[config.mk]
export PLATFORM = sky130hd
export DESIGN_NAME = csr_read_arbiter
export DESIGN_NICKNAME = d
export VERILOG_FILES = /design/src/rtl/csr_read_arbiter.sv
export SDC_FILE = /design/constraint.sdc
export NUM_CORES = 1
export LEC_CHECK = 0
export ABC_AREA = 1
export ABC_CLOCK_PERIOD_IN_PS = 1500
export BUFFER_PORTS_ARGS = -buffer_cell sky130_fd_sc_hd__buf_4
export CAP_MARGIN = 20
export CORE_AREA = 2 2 139 141
export DETAILED_ROUTE_END_ITERATION = 12
export DIE_AREA = 0 0 141 143
export GPL_TIMING_DRIVEN = 0
export MAX_ROUTING_LAYER = met4
export PLACE_DENSITY = 0.47
export SLEW_MARGIN = 0
export SYNTH_ARGS = -nofsm -noshare
export SYNTH_HDL_FRONTEND = slang
export SYNTH_SLANG_ARGS = --single-unit
[constraint.sdc]
create_clock -name clk_i -period 1.5 [get_ports clk_i]
set_clock_uncertainty 0.1 [all_clocks]
set_input_delay 0.075 -clock clk_i [delete_from_list [all_inputs] [get_ports clk_i]]
set_output_delay 0.075 -clock clk_i [all_outputs]
set_load 0.02 [all_outputs]
[src/rtl/csr_read_arbiter.sv]
// CSR read arbiter: N requesters share one registered response slot.
// Fixed-priority or round-robin grant, address-to-slot lookup, 1-cycle read latency.
module csr_read_arbiter #(
    parameter int DATA_WIDTH     = 32,
    parameter int CSR_ADDR_WIDTH = 12,
    parameter int NUM_CSR        = 8,
    parameter logic [NUM_CSR*CSR_ADDR_WIDTH-1:0] CSR_ADDR_LIST = '0,
    parameter int N_PORTS        = 2,
    parameter int ARB_MODE       = 0,
    localparam int PORT_W        = (N_PORTS > 1) ? $clog2(N_PORTS) : 1
) (
    input  logic                              clk_i,
    input  logic                              rst_i,
    input  logic [NUM_CSR*DATA_WIDTH-1:0]     csr_data_i,
    input  logic [N_PORTS-1:0]                req_valid_i,
    input  logic [N_PORTS*CSR_ADDR_WIDTH-1:0] req_addr_i,
    output logic [N_PORTS-1:0]                req_ready_o,
    output logic                              rsp_valid_o,
    input  logic                              rsp_ready_i,
    output logic [PORT_W-1:0]                 rsp_port_o,
    output logic [DATA_WIDTH-1:0]             rsp_data_o,
    output logic                              rsp_illegal_o,
    output logic [31:0]                       rd_count_o
);

    logic                      rsp_valid_q, rsp_valid_d;
    logic [PORT_W-1:0]         rsp_port_q, rsp_port_d;
    logic [DATA_WIDTH-1:0]     rsp_data_q, rsp_data_d;
    logic                      rsp_illegal_q, rsp_illegal_d;
    logic [31:0]               rd_count_q, rd_count_d;
    logic [PORT_W-1:0]         rr_ptr_q, rr_ptr_d;

    logic                      slot_free;
    logic [N_PORTS-1:0]        eligible;
    logic                      grant_any;
    logic [PORT_W-1:0]         grant_idx;
    logic [N_PORTS-1:0]        grant_vec;
    logic [CSR_ADDR_WIDTH-1:0] grant_addr;
    logic                      hit;
    logic [DATA_WIDTH-1:0]     hit_data;

    // Reset gates eligibility so nothing is granted while rst_i is low.
    assign slot_free = !rsp_valid_q || rsp_ready_i;
    assign eligible  = req_valid_i & {N_PORTS{rst_i && slot_free}};

    always_comb begin
        logic [PORT_W-1:0] idx;
        int                start;
        grant_any = 1'b0;
        grant_idx = '0;
        grant_vec = '0;
        idx       = '0;
        start     = (ARB_MODE == 1) ? int'(rr_ptr_q) : 0;
        for (int i = 0; i < N_PORTS; i++) begin
            idx = PORT_W'((start + i) % N_PORTS);
            if (!grant_any && eligible[idx]) begin
                grant_any = 1'b1;
                grant_idx = idx;
            end
        end
        if (grant_any) begin
            grant_vec[grant_idx] = 1'b1;
        end
    end

    assign req_ready_o = grant_vec;
    assign grant_addr  = req_addr_i[grant_idx*CSR_ADDR_WIDTH +: CSR_ADDR_WIDTH];

    // Scan from the top so the lowest matching slot overwrites any higher one.
    always_comb begin
        hit      = 1'b0;
        hit_data = '0;
        for (int k = NUM_CSR - 1; k >= 0; k--) begin
            if (grant_addr == CSR_ADDR_LIST[k*CSR_ADDR_WIDTH +: CSR_ADDR_WIDTH]) begin
                hit      = 1'b1;
                hit_data = csr_data_i[k*DATA_WIDTH +: DATA_WIDTH];
            end
        end
    end

    always_comb begin
        rsp_valid_d   = rsp_valid_q;
        rsp_port_d    = rsp_port_q;
        rsp_data_d    = rsp_data_q;
        rsp_illegal_d = rsp_illegal_q;
        rd_count_d    = rd_count_q;
        rr_ptr_d      = rr_ptr_q;
        if (grant_any) begin
            rsp_valid_d   = 1'b1;
            rsp_port_d    = grant_idx;
            rsp_data_d    = hit ? hit_data : '0;
            rsp_illegal_d = !hit;
            rd_count_d    = rd_count_q + 32'd1;
            if (ARB_MODE == 1) begin
                rr_ptr_d = PORT_W'((int'(grant_idx) + 1) % N_PORTS);
            end
        end else if (rsp_valid_q && rsp_ready_i) begin
            rsp_valid_d = 1'b0;
        end
    end

    always_ff @(posedge clk_i) begin
        if (!rst_i) begin
            rsp_valid_q   <= 1'b0;
            rsp_port_q    <= '0;
            rsp_data_q    <= '0;
            rsp_illegal_q <= 1'b0;
            rd_count_q    <= '0;
            rr_ptr_q      <= '0;
        end else begin
            rsp_valid_q   <= rsp_valid_d;
            rsp_port_q    <= rsp_port_d;
            rsp_data_q    <= rsp_data_d;
            rsp_illegal_q <= rsp_illegal_d;
            rd_count_q    <= rd_count_d;
            rr_ptr_q      <= rr_ptr_d;
        end
    end

    assign rsp_valid_o   = rsp_valid_q;
    assign rsp_port_o    = rsp_port_q;
    assign rsp_data_o    = rsp_data_q;
    assign rsp_illegal_o = rsp_illegal_q;
    assign rd_count_o    = rd_count_q;

endmodule
==> flow_metrics.env <==
export IMPL_placed_area_mm2=0.00472
export IMPL_synth_distinct_cells=36
export IMPL_dr_pass1_iters=4
export IMPL_viasPerCell=4.04
export IMPL_whs_path_depth=4
export IMPL_grt_pass1_vias=3468
export IMPL_netlist_area_mm2=0.00344
export IMPL_grt_pass1_wl_mm=20.5
export IMPL_rr_endpoint="rsp_valid_o"
export IMPL_die_x_um=141
export IMPL_syn_area_per_cell_um2=7.57
export IMPL_drc=0
export IMPL_synthFlopType="dfxtp_1"
export IMPL_root_buffer="clkbuf_16"
export IMPL_synth_top_family_by_area="simple AND/OR/NAND/NOR gates"
export IMPL_yosys_register_bits=67
export IMPL_area_growth_pct=65.8
export IMPL_drive_gt1_share_pct=47.4
export IMPL_async_flop_share_pct=0
export IMPL_synth_xor_xnor_area_share_pct=0.255
export IMPL_p_leak_nw=2.32
export IMPL_final_design_area_no_fill_mm2=0.00570
export IMPL_final_common_cell="buf_4"
export IMPL_start_util_pct=18.5
export IMPL_cap_viol_max_count=0
export IMPL_cp_required_ns=1.65
export IMPL_report_final_slew_viol_count=0
export IMPL_insertion_delay_ns=0.34
export IMPL_irDropWorstVdd_v=0.000666
export IMPL_synth_compound_area_share_pct=13.1
export IMPL_max_freq_mhz=672
export IMPL_dp_hpwl_mm=10.6
export IMPL_yosysWarnings=0
export IMPL_gp_congestion=0.794
export IMPL_synthCells=454
export IMPL_die_y_um=143
export IMPL_hold_start="req_valid_i[0]"
export IMPL_setup_violations=0
export IMPL_critPathTopFamily="buffers and inverters"
export IMPL_grt_antenna_before_repair=0
export IMPL_power_density_mw_per_mm2=787
export IMPL_overflow=0
export IMPL_path_buf_inv=2
export IMPL_grt_max_degree=11
export IMPL_numPortBuffers=128
export IMPL_core_mm2=0.0186
export IMPL_rsz0062_at_grt="true"
export IMPL_yosysTopAreaCell="dfxtp_1"
export IMPL_netlist_top_cells_area="dfxtp_1 39%, nand2_1 8.2%, nand3_1 7.1%"
export IMPL_synthMuxAreaShare_pct=0
export IMPL_nets=928
export IMPL_synth_seq_area_share_pct=39.0
export IMPL_synth_edf_count=0
export IMPL_path_cells="nand2_4 -> buf_4 -> dlygate4sd3_1 -> a21oi_1"
export IMPL_cp_end_kind="flip-flop"
export IMPL_drtIter0Drc=153
export IMPL_synth_fp_nets=740
export IMPL_synth_top_area_share_pct=39.0
export IMPL_rows=50
export IMPL_layout_cells_most_common_list="139 x buf_4, 69 x nand2_1, 52 x nor2_1, 46 x dfxtp_1, 44 x nand3_1"
export IMPL_cts_buffers=9
export IMPL_max_slew_worst_pin_slew_ns=0.823
export IMPL_crit_fanout=5
export IMPL_clock_path_buffers=2
export IMPL_cts_tree="yes"
export IMPL_hold_path_class="input pin to flip-flop"
export IMPL_filler_cell_count=1998
export IMPL_arrival_ns=1.64
export IMPL_reg2reg_slack_ns=0.01
export IMPL_critPathMaxStageDelay_ns=0.55
export IMPL_cp_startpoint="rsp_valid_o"
export IMPL_r2r_cells=4
export IMPL_hold_viol_final=0
export IMPL_antenna_left=0
export IMPL_wire_per_inst_um=15.5
export IMPL_period_needed_ns=1.49
export IMPL_die_area_mm2=0.0202
export IMPL_diodes=0
export IMPL_worstReg2RegStart="rsp_valid_o"
export IMPL_cts_clk_slew_worst_paths_ns=0.06
export IMPL_num_vias=3556
export IMPL_status="completed"
export IMPL_path_class="flip-flop to flip-flop"
export IMPL_crit_path_start_kind="flip-flop"
export IMPL_fin_crit_sh_pct=99.2
export IMPL_hold_end="rsp_port_o"
export IMPL_clock_sinks=67
export IMPL_synthSimpleGateAreaFrac_pct=37.7
export IMPL_htreeDepth=3
export IMPL_slew_headroom_pct=45.1
export IMPL_ios=354
export IMPL_drt_wl_total_mm=13.7
export IMPL_total_power_mw=4.48
export IMPL_slowest_stage="dlygate4sd3_1"
export IMPL_grtUsageTotal_pct=14.1
export IMPL_yosys_area_share_adder_pct=0.364
## Yosys cell counts, types with 2 or more instances
master,number
buf_1,3
nand3_2,5
nand3_1,49
buf_2,3
nor2_2,12
nor2_4,6
nand2_1,75
a31oi_1,3
nand4_1,9
inv_1,38
a21oi_2,28
buf_6,2
a21oi_1,19
nand2_2,39
nor3_1,5
buf_4,7
buf_12,2
o21ai_0,10
buf_8,2
nor2_1,55
dfxtp_1,67
## sequential cells by signal (all words and copies together) (netlist names)
name,flops
rsp_port_o,1
rd_count_o,32
rsp_illegal_o,1
rsp_data_o,32
rsp_valid_o,1
## kinds of logic after synthesis
group                    after synthesis
XOR/XNOR                               1
flip-flops                            67
buffers and inverters                 60
AND/OR/NAND/NOR                      261
AO/OA/AOI/OAI                         64
adder cells (fa/ha/maj)                1
## how the worst max path moves through the flow
stage | end | slack (ns) | depth (start not counted)
global route | rd_count_o[26] | -0.11 | 10
detailed placement | rsp_data_o[30] | -0.14 | 7
global placement | rsp_data_o[16] | -0.17 | 8
floorplan | rd_count_o[24] | 0.02 | 8
CTS | rd_count_o[19] | -0.008 | 7
finish | rsp_valid_o | 0.01 | 4
## final cells by class
type | instances | area, um^2 | area share [%]
tap | 234 | 293 | 5.14
clock buffer | 13 | 260 | 4.57
multi-input combinational | 328 | 1940 | 34.1
timing repair buffer | 176 | 1420 | 25.0
buffer | 20 | 214 | 3.75
inverter | 40 | 150 | 2.64
clock inverter | 2 | 35.0 | 0.615
sequential | 67 | 1380 | 24.3
## worst min-delay path: stages
cell	delay, ns
buf_4	0.14
nand3_2	0.10
o211ai_1	0.08
inv_1	0.05
## per-layer routing
layer,wire length [um],part of all wire [%],global-route usage (%),vias to the layer above
li1,-,-,-,1854
met1,6780,50,18.9,1583
met2,5260,39,18.3,109
met3,1510,11,7.58,10
met4,112,0.82,3.16,0
met5,0,0,-,-
## power breakdown
| part | switching [mW] | internal (mW) |
|---|---|---|
| sequential | 0.0143 | 1.79 |
| combinational | 0.256 | 0.273 |
| clock | 0.787 | 1.37 |
## through the flow
stage	utilization (%)	setup TNS, ns	setup WS [ns]	std cells	hold WS [ns]
after detailed placement	25.4	-3.98	-0.140	816	0.267
final	30.7	0	0.0116	880	0.0373
after global placement	25.4	-5.22	-0.175	816	0.261
after floorplan	-	0	0.0194	454	0.135
after CTS	29.2	-0.0193	-0.00788	869	0.0198
after global routing	30.7	-0.591	-0.113	880	0.0404
## what timing repair did
action                                 4_1_cts  5_1_grt
buffers inserted                             3        8
setup endpoints to repair                   54       55
hold buffers                                33        0
cloned                                       2        3
resized for setup                           16       62
pin swaps                                    9       20
endpoints found under the hold margin       33        0
(Power assumes the default switching activity.)
